`config.mk`:
```
export PLATFORM = sky130hd
export DESIGN_NAME = exception_sequencer
export DESIGN_NICKNAME = d
export VERILOG_FILES = /design/src/rtl/exception_sequencer_pkg.sv /design/src/rtl/exception_sequencer_priority_enc.sv /design/src/rtl/exception_sequencer.sv
export SDC_FILE = /design/constraint.sdc
export NUM_CORES = 1
export LEC_CHECK = 0
export BUFFER_PORTS_ARGS = -buffer_cell sky130_fd_sc_hd__buf_2
export CORE_ASPECT_RATIO = 2
export CORE_MARGIN = 5
export CORE_UTILIZATION = 35
export CTS_CLUSTER_DIAMETER = 80
export DETAILED_ROUTE_END_ITERATION = 10
export MAX_ROUTING_LAYER = met4
export PLACE_DENSITY_LB_ADDON = 0.1
export SYNTH_ARGS = -nofsm -noshare
export SYNTH_HDL_FRONTEND = slang
export SYNTH_SLANG_ARGS = --single-unit
```
`constraint.sdc`:
```
create_clock -name clk -period 2.1 [get_ports clk]
set_input_delay 0.42 -clock clk [delete_from_list [all_inputs] [get_ports clk]]
set_output_delay 0.42 -clock clk [all_outputs]
set_load 0.02 [all_outputs]
```
`src/rtl/exception_sequencer_pkg.sv`:
```
`default_nettype none
// exception_sequencer_pkg: shared vector bytes, address-source select codes,
// cause encodings, FSM states and small helpers for the exception sequencer.
package exception_sequencer_pkg;

    localparam logic [7:0] NOOP_VEC = 8'd253;
    localparam logic [7:0] OVF_VEC  = 8'd254;
    localparam logic [7:0] DIV0_VEC = 8'd255;

    localparam logic [2:0] SRC_PC   = 3'b000;
    localparam logic [2:0] SRC_ALU  = 3'b001;
    localparam logic [2:0] SRC_NOOP = 3'b010;
    localparam logic [2:0] SRC_OVF  = 3'b011;
    localparam logic [2:0] SRC_DIV0 = 3'b100;

    typedef enum logic [1:0] {
        CAUSE_NONE = 2'b00,
        CAUSE_NOP  = 2'b01,
        CAUSE_OVF  = 2'b10,
        CAUSE_DIV0 = 2'b11
    } cause_e;

    typedef enum logic [2:0] {
        ST_IDLE = 3'd0,
        ST_SAVE = 3'd1,
        ST_ADDR = 3'd2,
        ST_LOAD = 3'd3,
        ST_DONE = 3'd4
    } state_e;

    function automatic logic [2:0] cause_to_src(input cause_e c);
        case (c)
            CAUSE_NOP:  return SRC_NOOP;
            CAUSE_OVF:  return SRC_OVF;
            CAUSE_DIV0: return SRC_DIV0;
            default:    return SRC_PC;
        endcase
    endfunction

    function automatic logic [7:0] cause_to_vec(input cause_e c);
        case (c)
            CAUSE_NOP:  return NOOP_VEC;
            CAUSE_OVF:  return OVF_VEC;
            CAUSE_DIV0: return DIV0_VEC;
            default:    return 8'd0;
        endcase
    endfunction

    function automatic logic [7:0] sat_inc8(input logic [7:0] v);
        return (v == 8'hFF) ? v : v + 8'd1;
    endfunction

endpackage
`default_nettype wire

```
`src/rtl/exception_sequencer_priority_enc.sv`:
```
`default_nettype none
// exc_priority_enc: picks one exception cause from simultaneous requests,
// div0 over ovf over nop, with a flag telling whether any request is present.
module exc_priority_enc
    import exception_sequencer_pkg::*;
(
    input  logic   nop_i,
    input  logic   ovf_i,
    input  logic   div0_i,
    output cause_e cause_o,
    output logic   valid_o
);

    always_comb begin
        cause_o = CAUSE_NONE;
        if (div0_i) begin
            cause_o = CAUSE_DIV0;
        end else if (ovf_i) begin
            cause_o = CAUSE_OVF;
        end else if (nop_i) begin
            cause_o = CAUSE_NOP;
        end
    end

    assign valid_o = nop_i | ovf_i | div0_i;

endmodule
`default_nettype wire

```
`src/rtl/exception_sequencer.sv`:
```
`default_nettype none
// exception_sequencer: owns the memory address-source select while an exception
// is serviced (EPC save, vector fetch, PC load). Build macro EXC_STATS_EN adds counters.
module exception_sequencer
    import exception_sequencer_pkg::*;
#(
    parameter int unsigned MEM_LAT = 1,
    parameter logic [31:0] PC_INC  = 32'd4
) (
    input  logic        clk,
    input  logic        reset_n,
    input  logic [2:0]  ctrl_src_add_mem,
    input  logic        exc_nop,
    input  logic        exc_ovf,
    input  logic        exc_div0,
    input  logic [31:0] pc_in,
    input  logic [31:0] mem_rdata,
    output logic [2:0]  src_add_mem,
    output logic        epc_wr,
    output logic [31:0] epc_val,
    output logic        pc_wr,
    output logic [31:0] pc_next,
    output logic        busy,
    output logic [1:0]  exc_cause
`ifdef EXC_STATS_EN
    ,
    output logic [7:0]  cnt_nop,
    output logic [7:0]  cnt_ovf,
    output logic [7:0]  cnt_div0,
    output logic [7:0]  drop_cnt
`endif
);

    localparam logic [2:0] LAST_WAIT = 3'(MEM_LAT - 1);

    state_e      state_q, state_d;
    logic [2:0]  wait_q, wait_d;
    cause_e      cause_q;
    cause_e      win_cause;
    logic        win_valid;
    logic        accept;
    logic [31:0] epc_q;
    logic [31:0] pcnext_q;
    logic        unused_rdata_hi;

    exc_priority_enc u_prio (
        .nop_i   (exc_nop),
        .ovf_i   (exc_ovf),
        .div0_i  (exc_div0),
        .cause_o (win_cause),
        .valid_o (win_valid)
    );

    assign accept          = (state_q == ST_IDLE) && win_valid;
    assign unused_rdata_hi = ^mem_rdata[31:8];

    always_ff @(posedge clk or negedge reset_n) begin
        if (!reset_n) begin
            state_q <= ST_IDLE;
            wait_q  <= 3'd0;
        end else begin
            state_q <= state_d;
            wait_q  <= wait_d;
        end
    end

    always_comb begin
        state_d = state_q;
        wait_d  = 3'd0;
        case (state_q)
            ST_IDLE: if (win_valid) state_d = ST_SAVE;
            ST_SAVE: state_d = ST_ADDR;
            ST_ADDR: begin
                if (wait_q == LAST_WAIT) begin
                    state_d = ST_LOAD;
                end else begin
                    wait_d = wait_q + 3'd1;
                end
            end
            ST_LOAD: state_d = ST_DONE;
            ST_DONE: state_d = ST_IDLE;
            default: state_d = ST_IDLE;
        endcase
    end

    // DONE already hands the select back to the control unit, but still stalls it.
    always_comb begin
        src_add_mem = ctrl_src_add_mem;
        epc_wr      = 1'b0;
        pc_wr       = 1'b0;
        busy        = 1'b1;
        case (state_q)
            ST_IDLE: busy = 1'b0;
            ST_SAVE: begin
                epc_wr      = 1'b1;
                src_add_mem = cause_to_src(cause_q);
            end
            ST_ADDR: src_add_mem = cause_to_src(cause_q);
            ST_LOAD: begin
                pc_wr       = 1'b1;
                src_add_mem = cause_to_src(cause_q);
            end
            default: ;
        endcase
    end

    // EPC is captured on acceptance and the vector byte on the last wait cycle,
    // so each value is already stable while its write strobe is high.
    always_ff @(posedge clk or negedge reset_n) begin
        if (!reset_n) begin
            cause_q  <= CAUSE_NONE;
            epc_q    <= 32'd0;
            pcnext_q <= 32'd0;
        end else begin
            if (accept) begin
                cause_q <= win_cause;
                epc_q   <= pc_in - PC_INC;
            end
            if ((state_q == ST_ADDR) && (wait_q == LAST_WAIT)) begin
                pcnext_q <= {24'd0, mem_rdata[7:0]};
            end
        end
    end

    assign epc_val   = epc_q;
    assign pc_next   = pcnext_q;
    assign exc_cause = cause_q;

`ifdef EXC_STATS_EN
    logic [7:0] cnt_nop_q, cnt_ovf_q, cnt_div0_q, drop_q;
    logic [1:0] req_count;
    logic [1:0] drop_inc;
    logic [8:0] drop_sum;

    always_comb begin
        req_count = 2'(exc_nop) + 2'(exc_ovf) + 2'(exc_div0);
        drop_inc  = (state_q != ST_IDLE) ? req_count : (req_count - 2'(win_valid));
        drop_sum  = {1'b0, drop_q} + {7'd0, drop_inc};
    end

    always_ff @(posedge clk or negedge reset_n) begin
        if (!reset_n) begin
            cnt_nop_q  <= 8'd0;
            cnt_ovf_q  <= 8'd0;
            cnt_div0_q <= 8'd0;
            drop_q     <= 8'd0;
        end else begin
            if (accept) begin
                case (win_cause)
                    CAUSE_NOP:  cnt_nop_q  <= sat_inc8(cnt_nop_q);
                    CAUSE_OVF:  cnt_ovf_q  <= sat_inc8(cnt_ovf_q);
                    CAUSE_DIV0: cnt_div0_q <= sat_inc8(cnt_div0_q);
                    default: ;
                endcase
            end
            drop_q <= drop_sum[8] ? 8'hFF : drop_sum[7:0];
        end
    end

    assign cnt_nop  = cnt_nop_q;
    assign cnt_ovf  = cnt_ovf_q;
    assign cnt_div0 = cnt_div0_q;
    assign drop_cnt = drop_q;
`endif

endmodule
`default_nettype wire
```
==> impl_metrics.ini, run 1 <==
[final_layout]
seqCellArea_um2 = 1200
nNetsFinal = 481
post-route-cell-area_um2 = 3620
drive_gt1_frac = 0.385
multi_input_comb_area_um2 = 1380
antenna_cells = 0
synthToLayoutAreaGrowth_pct = 35.3
filler_cell_count = 764
layout_common_cells = buf_2, dfrtp_1, nand2_1, nor2_1, buf_4
layout_commonest_cell = buf_2

[floorplan]
die_area_um2 = 9610
die_h_um = 134
rows = 45
die_w_um = 71.8
start_util = 0.355
core_area_um2 = 7540
pin_count = 144

[synthesis]
synth.ff_latch_count = 48
synth_edf_count = 0
synthFlopType = dfrtp_1
yosysTopAreaCellShare = 0.449
synth_area_leaders = dfrtp_1, buf_4, mux2_2, nand2_1, nor2_1
syn_avg_cell_area_um2 = 9.36
async_reset_ff_frac = 1.00
synthCells = 286
yosysSeqAreaShare = 0.449
ys_types = 38
yosysWarnings = 0
syn_area_um2 = 2680
synth_top_area_cell = dfrtp_1

[worst_setup_path]
crit_chain = buf_4, buf_12, inv_12, ha_4, or4b_4, nand4b_4, buf_4, or3_1, a31oi_1
path_class = primary input to flop
cp.arrival_ns = 2.28
cp_data_required_time_ns = 2.31
slowest_delay_ns = 0.49
cp_slowest_cell = or4b_4
cp_max_fo = 5
path_common_cell = buf_4
end_kind = flop
reg2regPathDepth = 7
start_kind = primary input

[cts]
cts.reportedPaths.clkPinSlew_ns = 0.07
postCtsSetupBuffers = 0
clock_path_buffers = 2
cts_tree = done
numCtsBuffers = 5
cts.sinks = 48
clock_latency_ns = 0.29
h-tree-depth = 2
cts-root-buf = clkbuf_16

[place]
port-buffer-count = 95
dpl_cell_area_um2 = 3410
hpwl_mm = 5.76
place_congestion = 0.864
dp_slack_ns = -0.394

[detailed_routing]
vias = 2438
routed_via_density = 4.89
drcViolationCount = 0
firstDrtPassIters = 4
wl_met3_um = 376
drt_iter0_markers = 98
post_drt_wl_per_cell_um = 14.7
top_layer = met4
wl_met1_mm = 2.67
routed_wl_mm = 7.36
route.met2.wl_mm = 4.14
drtAntennaViolNets = 0

[sta]
fin_crit_sh = 0.982
fin_crit_ns = 2.06
rsz0062_at_grt = true
hold_ws_ns = 0.0929
maxSlewViolCount = 0
max_slew.worst_pin.slew_ns = 0.512
setup_tns_ns = 0
slew_headroom = 0.659
fmax_ghz = 0.485
finClkSkew_ns = 0.00488
hold_viol = 0
setup_viol = 0
worst_slack_ns = 0.0381

[job]
maxCapViolCount = 0

[status]
status = complete, no violations

[pwr]
max-vdd-ir-drop_v = 0.000507
powerDensity_nw_per_um2 = 1370
finalPower_mw = 4.95
p_leak_nw = 1.69

[hold_path]
hold_class = primary input to asynchronous set/reset pin

[grt]
groute.usage.overall = 0.157
antenna_found_initial = 0
grt_max_degree = 34
grt_pass1_wl_mm = 11.6
grt_pass1_vias = 2498
grt-ovfl-total = 0
worst max-delay path: cells and delay by family:
kind                       cells  cell delay (ns)
adders and majority gates      1             0.12
AOI/OAI and AO/OA              1             0.16
and+or+nand+nor                3             1.09
buffers and inverters          4             0.49
routing by layer:
metal,track usage,vias to the layer above
li1,-,1215
met1,0.156,1136
met2,0.295,72
met3,0.0257,15
met4,0.0628,0
met5,-,-
stage by stage:
| stage | util | instances |
|---|---|---|
| 4_1_cts | 0.475 | 498 |
| 2_1_floorplan | - | 309 |
| 3_5_place_dp | 0.452 | 490 |
| 3_3_place_gp | 0.452 | 490 |
| 6_report | 0.480 | 499 |
| 5_1_grt | 0.480 | 499 |
report_power, final:
part	switching, mW	internal (mW)	leakage, nW	total (mW)
clock	0.355	0.560	0.0798	0.914
sequential	0.251	1.37	0.567	1.62
combinational	1.51	0.909	1.04	2.42
total	2.12	2.84	1.69	4.95
sequential cells by signal, indices dropped and copies added, names as in the netlist:
register / count
epc_val: 32
exc_cause: 2
pc_next: 8
state_q: 3
wait_q: 3
path summary, 6_finish.rpt:
kind / to / start / slack [ns]
worst min register to register: epc_val[1]$_DFFE_PN0P_ / epc_val[1]$_DFFE_PN0P_ / 0.47
worst max register to register: epc_val[27]$_DFFE_PN0P_ / state_q[0]$_DFFE_PN0P_ / 0.39
worst min-delay path: epc_val[30]$_DFFE_PN0P_ / reset_n / 0.09
min in group clk: epc_val[0]$_DFFE_PN0P_ / pc_in[0] / 0.32
max in group asynchronous: epc_val[14]$_DFFE_PN0P_ / reset_n / 1.47
worst max-delay path: epc_val[20]$_DFFE_PN0P_ / pc_in[3] / 0.04
repair_timing:
item,in CTS,in global routing
hold buffers,0,0
resized for setup,1,6
gates cloned,0,1
setup endpoints to repair,4,12
pin swaps,0,7
cell type report:
cell class	count	area share
multi-input cells	221	0.381
clock inverters	3	0.0117
flip-flops and latches	48	0.331
inverters	6	0.0110
well taps	94	0.0325
clock buffers	5	0.0345
repair buffers	122	0.198
cell families after synthesis:
| group | share of synthesized area |
|---|---|
| adder cells (fa/ha/maj) | 0.0234 |
| XOR/XNOR | 0.0393 |
| multiplexers | 0.0458 |
| flip-flops | 0.449 |
| other | 0.00140 |
| buffers and inverters | 0.0925 |
| AO/OA/AOI/OAI | 0.114 |
| AND/OR/NAND/NOR | 0.235 |
synth_stat cells, drive strengths merged, types with 6 or more instances:
cell type / n
a31oi: 16
buf: 26
clkbuf: 9
dfrtp: 48
inv: 6
mux2: 10
nand2: 30
nor2: 30
nor3: 8
nor4: 7
o21ai: 18
o31ai: 12
or4: 16
xnor2: 10
(Power assumes the default switching activity.)
==> run 2: changes to the inputs <==
GPL_TIMING_DRIVEN = 0   (was default)
==> run 2 against run 1 <==
- wire length is 2.8% higher
- die area stayed put
- via count is 2.3% higher
- sequential share of layout area down 0.66 points
- sequential power hardly changed
- register-to-register slack worse by 0.12 ns
- clock-buffer cell count did not move
- flip-flop and latch count unchanged
- first-iteration DRC count fell by 13%
- clock skew grew 0.00065 ns
- non-clock buffer count up 11
- clock power hardly changed
- critical path type unchanged
- largest power group unchanged
- highest routed layer unchanged
==> impl_metrics.ini, run 2 (synthesized netlist as in run 1, its figures left out) <==
[final_layout]
drive_gt1_frac = 0.405
layout_common_cells = buf_2, dfrtp_1, buf_4, nand2_1, nor2_1
antenna_cells = 0
synthToLayoutAreaGrowth_pct = 38.1
nNetsFinal = 491
largest_register_ffs = 32
multi_input_comb_area_um2 = 1400
seqCellArea_um2 = 1200
filler_cell_count = 774
finalNonFillerCells = 509
layout_commonest_cell = buf_2

[sta]
rsz0062_at_grt = false
hold_ws_ns = 0.324
setup_tns_ns = 0
fmax_ghz = 0.491
fin_crit_sh = 0.970
setup_viol = 0
finClkSkew_ns = 0.00553
max_slew.worst_pin.slew_ns = 1.08
fin_crit_ns = 2.04
hold_viol = 0
worst_slack_ns = 0.0625
maxSlewViolCount = 0
slew_headroom = 0.279

[pwr]
max-vdd-ir-drop_v = 0.000727
p_leak_nw = 1.72
finalPower_mw = 5.00
switching_share = 0.437
p_comb_frac = 0.486
p_seq_frac = 0.331
p_int_mw = 2.81
clkPwrFrac = 0.183
switchingPower_mw = 2.18
powerDensity_nw_per_um2 = 1350

[detailed_routing]
drtAntennaViolNets = 0
routed_via_density = 4.90
drcViolationCount = 0
firstDrtPassIters = 4
post_drt_wl_per_cell_um = 14.9
vias = 2493
drt_iter0_markers = 85
routed_wl_mm = 7.57

[floorplan]
die_h_um = 134
core_area_um2 = 7540
start_util = 0.355
rows = 45
die_w_um = 71.8
pin_count = 144
die_area_um2 = 9610

[cts]
cts-root-buf = clkbuf_16
clock_latency_ns = 0.29
cts.reportedPaths.clkPinSlew_ns = 0.06
postCtsHoldBufs = 0
numCtsBuffers = 5
clock_path_buffers = 2
h-tree-depth = 2
cts.sinks = 48
cts_tree = done

[grt]
grt-ovfl-total = 0
antenna_found_initial = 0
groute.usage.overall = 0.171
grt_max_degree = 49
grt_pass1_wl_mm = 12.6
grt_pass1_vias = 2716

[worst_setup_path]
cp_slowest_cell = or4_1
start_kind = primary input
cp_max_fo = 6
end_kind = flop
crit_chain = buf_4, inv_12, ha_4, or4b_4, nand4b_4, buf_6, or4_1, a31oi_1
cp.arrival_ns = 2.24
cp_data_required_time_ns = 2.31
slowest_delay_ns = 0.47
path_class = primary input to flop

[place]
port-buffer-count = 95
place_congestion = 0.805
hpwl_mm = 5.92
dpl.cell_count = 498
dp_slack_ns = -0.571

[status]
status = complete, no violations

[hold_path]
hold_class = primary input to flop

[job]
maxCapViolCount = 0
[run 2: path summary, 6_finish.rpt]
check	start	cells after the start	slack (ns)	endpoint
setup / recovery	pc_in[3]	8	0.06	epc_val[24]$_DFFE_PN0P_
hold / removal	pc_in[1]	3	0.32	epc_val[1]$_DFFE_PN0P_
min in group asynchronous	reset_n	1	0.33	exc_cause[1]$_DFFE_PN0P_
setup reg to reg	state_q[0]$_DFFE_PN0P_	6	0.27	epc_val[30]$_DFFE_PN0P_
max in group asynchronous	reset_n	1	1.10	pc_next[7]$_DFFE_PN0P_
hold reg to reg	epc_val[1]$_DFFE_PN0P_	2	0.48	epc_val[1]$_DFFE_PN0P_
[run 2: worst max-delay path: cells and delay by family]
family	cells	cell delay [ns]
AOI/OAI and AO/OA	1	0.15
buffers and inverters	3	0.39
adders and majority gates	1	0.13
and+or+nand+nor	3	1.15
[run 2: per-stage QoR]
| stage | area (um2) | utilization |
|---|---|---|
| 5_1_grt | 3700 | 0.490 |
| 3_3_place_gp | 3410 | 0.452 |
| 2_1_floorplan | 2820 | - |
| 3_5_place_dp | 3410 | 0.452 |
| 6_report | 3700 | 0.490 |
| 4_1_cts | 3700 | 0.490 |
[run 2: repair_timing]
action / in CTS / in global routing
resized for setup: 24 / 4
cloned: 0 / 0
pin swaps: 6 / 4
setup buffers: 7 / 0
endpoints found under the setup margin: 21 / 20
[run 2: layout make-up]
cell class,count,share of cell area
inverter,6,0.0108
clock inverter,3,0.0115
timing repair buffer,102,0.149
tap,94,0.0318
buffer,31,0.0589
clock buffer,5,0.0338
multi-input combinational,220,0.379
sequential,48,0.325
[run 2: routing by layer]
layer / wire, um / track usage / up-vias
met1: 2680 / 0.169 / 1169
met2: 4280 / 0.314 / 77
li1: - / - / 1232
met4: 218 / 0.0722 / 0
met3: 386 / 0.0325 / 15
met5: 0 / - / -
[run 2: power by group through the flow]
stage	clock, mW	combinational [mW]	sequential, mW
finish	0.915	2.43	1.65
global route	0.975	2.69	1.72
CTS	0.943	2.49	1.63
detailed placement	0	2.44	1.64
global placement	0	2.42	1.62
floorplan	0	1.08	2.10
==> run 3: changes to the inputs <==
SYNTH_HIERARCHICAL = 1   (was default)
==> run 3 against run 2 <==
- cell count shrank 4.3%
- die area shrank 0.38%
- flip-flop and latch count is the same
- via count shrank 12%
- non-clock buffer count shrank 6
- hold slack gained 0.0098 ns
- critical endpoint is now src_add_mem[0]
- largest cell class unchanged
==> impl_metrics.ini, run 3 <==
[floorplan]
die_h_um = 133
start_util = 0.353
rows = 45
pin_count = 144
core_area_um2 = 7540
die_w_um = 71.7
die_area_um2 = 9570

[detailed_routing]
drcViolationCount = 0
routed_via_density = 4.51
vias = 2196
firstDrtPassIters = 4
drtAntennaViolNets = 0
routed_wl_mm = 6.65
post_drt_wl_per_cell_um = 13.7
drt_iter0_markers = 46

[worst_setup_path]
cp_max_fo = 10
end_kind = output port
cp_data_required_time_ns = 1.68
slowest_delay_ns = 0.36
start_kind = flop
critPathBufInv = 2
cp.arrival_ns = 1.58
reg2regPathDepth = 6
path_class = flop to output port
crit_chain = clkbuf_1, o21bai_4, mux2_2, buf_2
cp_top_family = buffers and inverters
cp_slowest_cell = dfrtp_1
crit_cells = 4

[cts]
cts_tree = done
h-tree-depth = 2
cts.reportedPaths.clkPinSlew_ns = 0.06
cts-root-buf = clkbuf_16
postCtsSetupBuffers = 0
clock_latency_ns = 0.28
numCtsBuffers = 5
cts.sinks = 48
clock_path_buffers = 2

[final_layout]
layout_commonest_cell = buf_2
synthToLayoutAreaGrowth_pct = 31.1
nNetsFinal = 470
post-route-cell-area_um2 = 3500
largest_register_ffs = 32
antenna_cells = 0
layout_common_cells = buf_2, dfrtp_1, nand2_1, buf_4, conb_1
drive_gt1_frac = 0.397
finalNonFillerCells = 487

[grt]
grt-ovfl-total = 0
antenna_found_initial = 0
grt_pass1_vias = 2232
grt_pass1_wl_mm = 11.0
grt_max_degree = 49
groute.usage.overall = 0.149

[synthesis]
synth_most_common_cell = dfrtp_1
synth_xor_xnor_area_share = 0.0887
synth_common_cells = dfrtp_1, nand2_1, buf_4, xnor2_1, o21ai_0
synth-simple-area-share = 0.214
synthCells = 268
yosysSeqAreaShare = 0.450
synth_mux_area_frac = 0.0629
synth-adder-area-share = 0.0235
ys_types = 41
yosysWarnings = 6
synthFlopType = dfrtp_1
synth_area_leaders = dfrtp_1, xnor2_1, buf_4, mux2_2, nand2_1
synth.ff_latch_count = 48
synth_top_family_by_area = simple AND/OR/NAND/NOR gates
syn_avg_cell_area_um2 = 9.95
syn_area_um2 = 2670
async_reset_ff_frac = 1.00
synth_edf_count = 0
synth_top_area_cell = dfrtp_1
yosysTopAreaCellShare = 0.450
synth_compound_area_frac = 0.0704

[sta]
maxSlewViolCount = 0
fin_crit_sh = 0.951
fmax_ghz = 0.501
rsz0062_at_grt = false
fin_crit_ns = 2.00
slew_headroom = 0.266
finClkSkew_ns = 0.00224
hold_viol = 0
setup_viol = 0
max_slew.worst_pin.slew_ns = 1.10

[pwr]
p_comb_frac = 0.501
p_leak_nw = 1.70
max-vdd-ir-drop_v = 0.000541
p_int_mw = 2.67
p_seq_frac = 0.338
powerDensity_nw_per_um2 = 1350
switching_share = 0.434
switchingPower_mw = 2.05
clkPwrFrac = 0.161

[place]
dpl_cell_area_um2 = 3350
dpl.cell_count = 480
hpwl_mm = 5.46
place_congestion = 0.755
port-buffer-count = 95

[job]
maxCapViolCount = 0

[hold_path]
hold_class = primary input to asynchronous set/reset pin

[status]
status = complete, no violations
## run 3: through the flow
step / TNS [ns] / hold WS, ns / utilization / total power [mW] / setup slack, ns
6_report: 0 / 0.334 / 0.463 / 4.72 / 0.103
5_1_grt: 0 / 0.354 / 0.463 / 5.10 / 0.00506
4_1_cts: 0 / 0.353 / 0.462 / 4.80 / 0.0502
3_5_place_dp: -2.01 / 0.461 / 0.443 / 4.01 / -0.129
3_3_place_gp: -1.71 / 0.456 / 0.443 / 3.96 / -0.118
2_1_floorplan: 0 / 0.124 / - / 3.15 / 0.295
## run 3: logic make-up after synthesis
| family | after synthesis |
|---|---|
| AOI/OAI and AO/OA | 34 |
| xor gates and xnor gates | 27 |
| adders and majority gates | 5 |
| buffers and inverters | 39 |
| DFF | 48 |
| muxes | 15 |
| other | 1 |
| and+or+nand+nor | 99 |
## run 3: area by class of cell
cell class | instances | area (um2)
fillers | 803 | 4050
well taps | 94 | 118
clock inverters | 1 | 5.00
clock buffers | 6 | 129
multi-input cells | 204 | 1330
repair buffers | 95 | 475
plain buffers | 32 | 215
inverters | 7 | 26.3
flip-flops and latches | 48 | 1200
## run 3: power by group through the flow
stage                     registers [mW]  clock network [mW]  logic (mW)
final                               1.60               0.760        2.37
after global routing                1.66               0.838        2.60
after CTS                           1.60               0.795        2.40
after detailed placement            1.62                   0        2.39
after global placement              1.60                   0        2.36
after floorplan                     2.10                   0        1.05
## run 3: worst paths after layout
kind	startpoint	endpoint	slack [ns]
hold / removal	reset_n	epc_val[1]$_DFFE_PN0P_	0.33
min in group clk	mem_rdata[5]	pc_next[5]$_DFFE_PN0P_	0.36
hold reg to reg	epc_val[30]$_DFFE_PN0P_	epc_val[30]$_DFFE_PN0P_	0.47
setup / recovery	state_q[1]$_DFFE_PN0P_	src_add_mem[0]	0.10
setup reg to reg	state_q[1]$_DFFE_PN0P_	epc_val[21]$_DFFE_PN0P_	0.32
max in group asynchronous	reset_n	epc_val[12]$_DFFE_PN0P_	1.08
## run 3: per-layer routing
metal	track usage	up-vias	routed length [um]
met5	-	-	0
met4	0.0502	0	95
met3	0.0242	7	295
met2	0.262	57	3850
met1	0.168	1021	2420
li1	-	1111	-
## run 3: timing repair
action	4_1_cts	5_1_grt
resized for setup	1	8
hold buffers	0	0
endpoints found under the setup margin	2	24
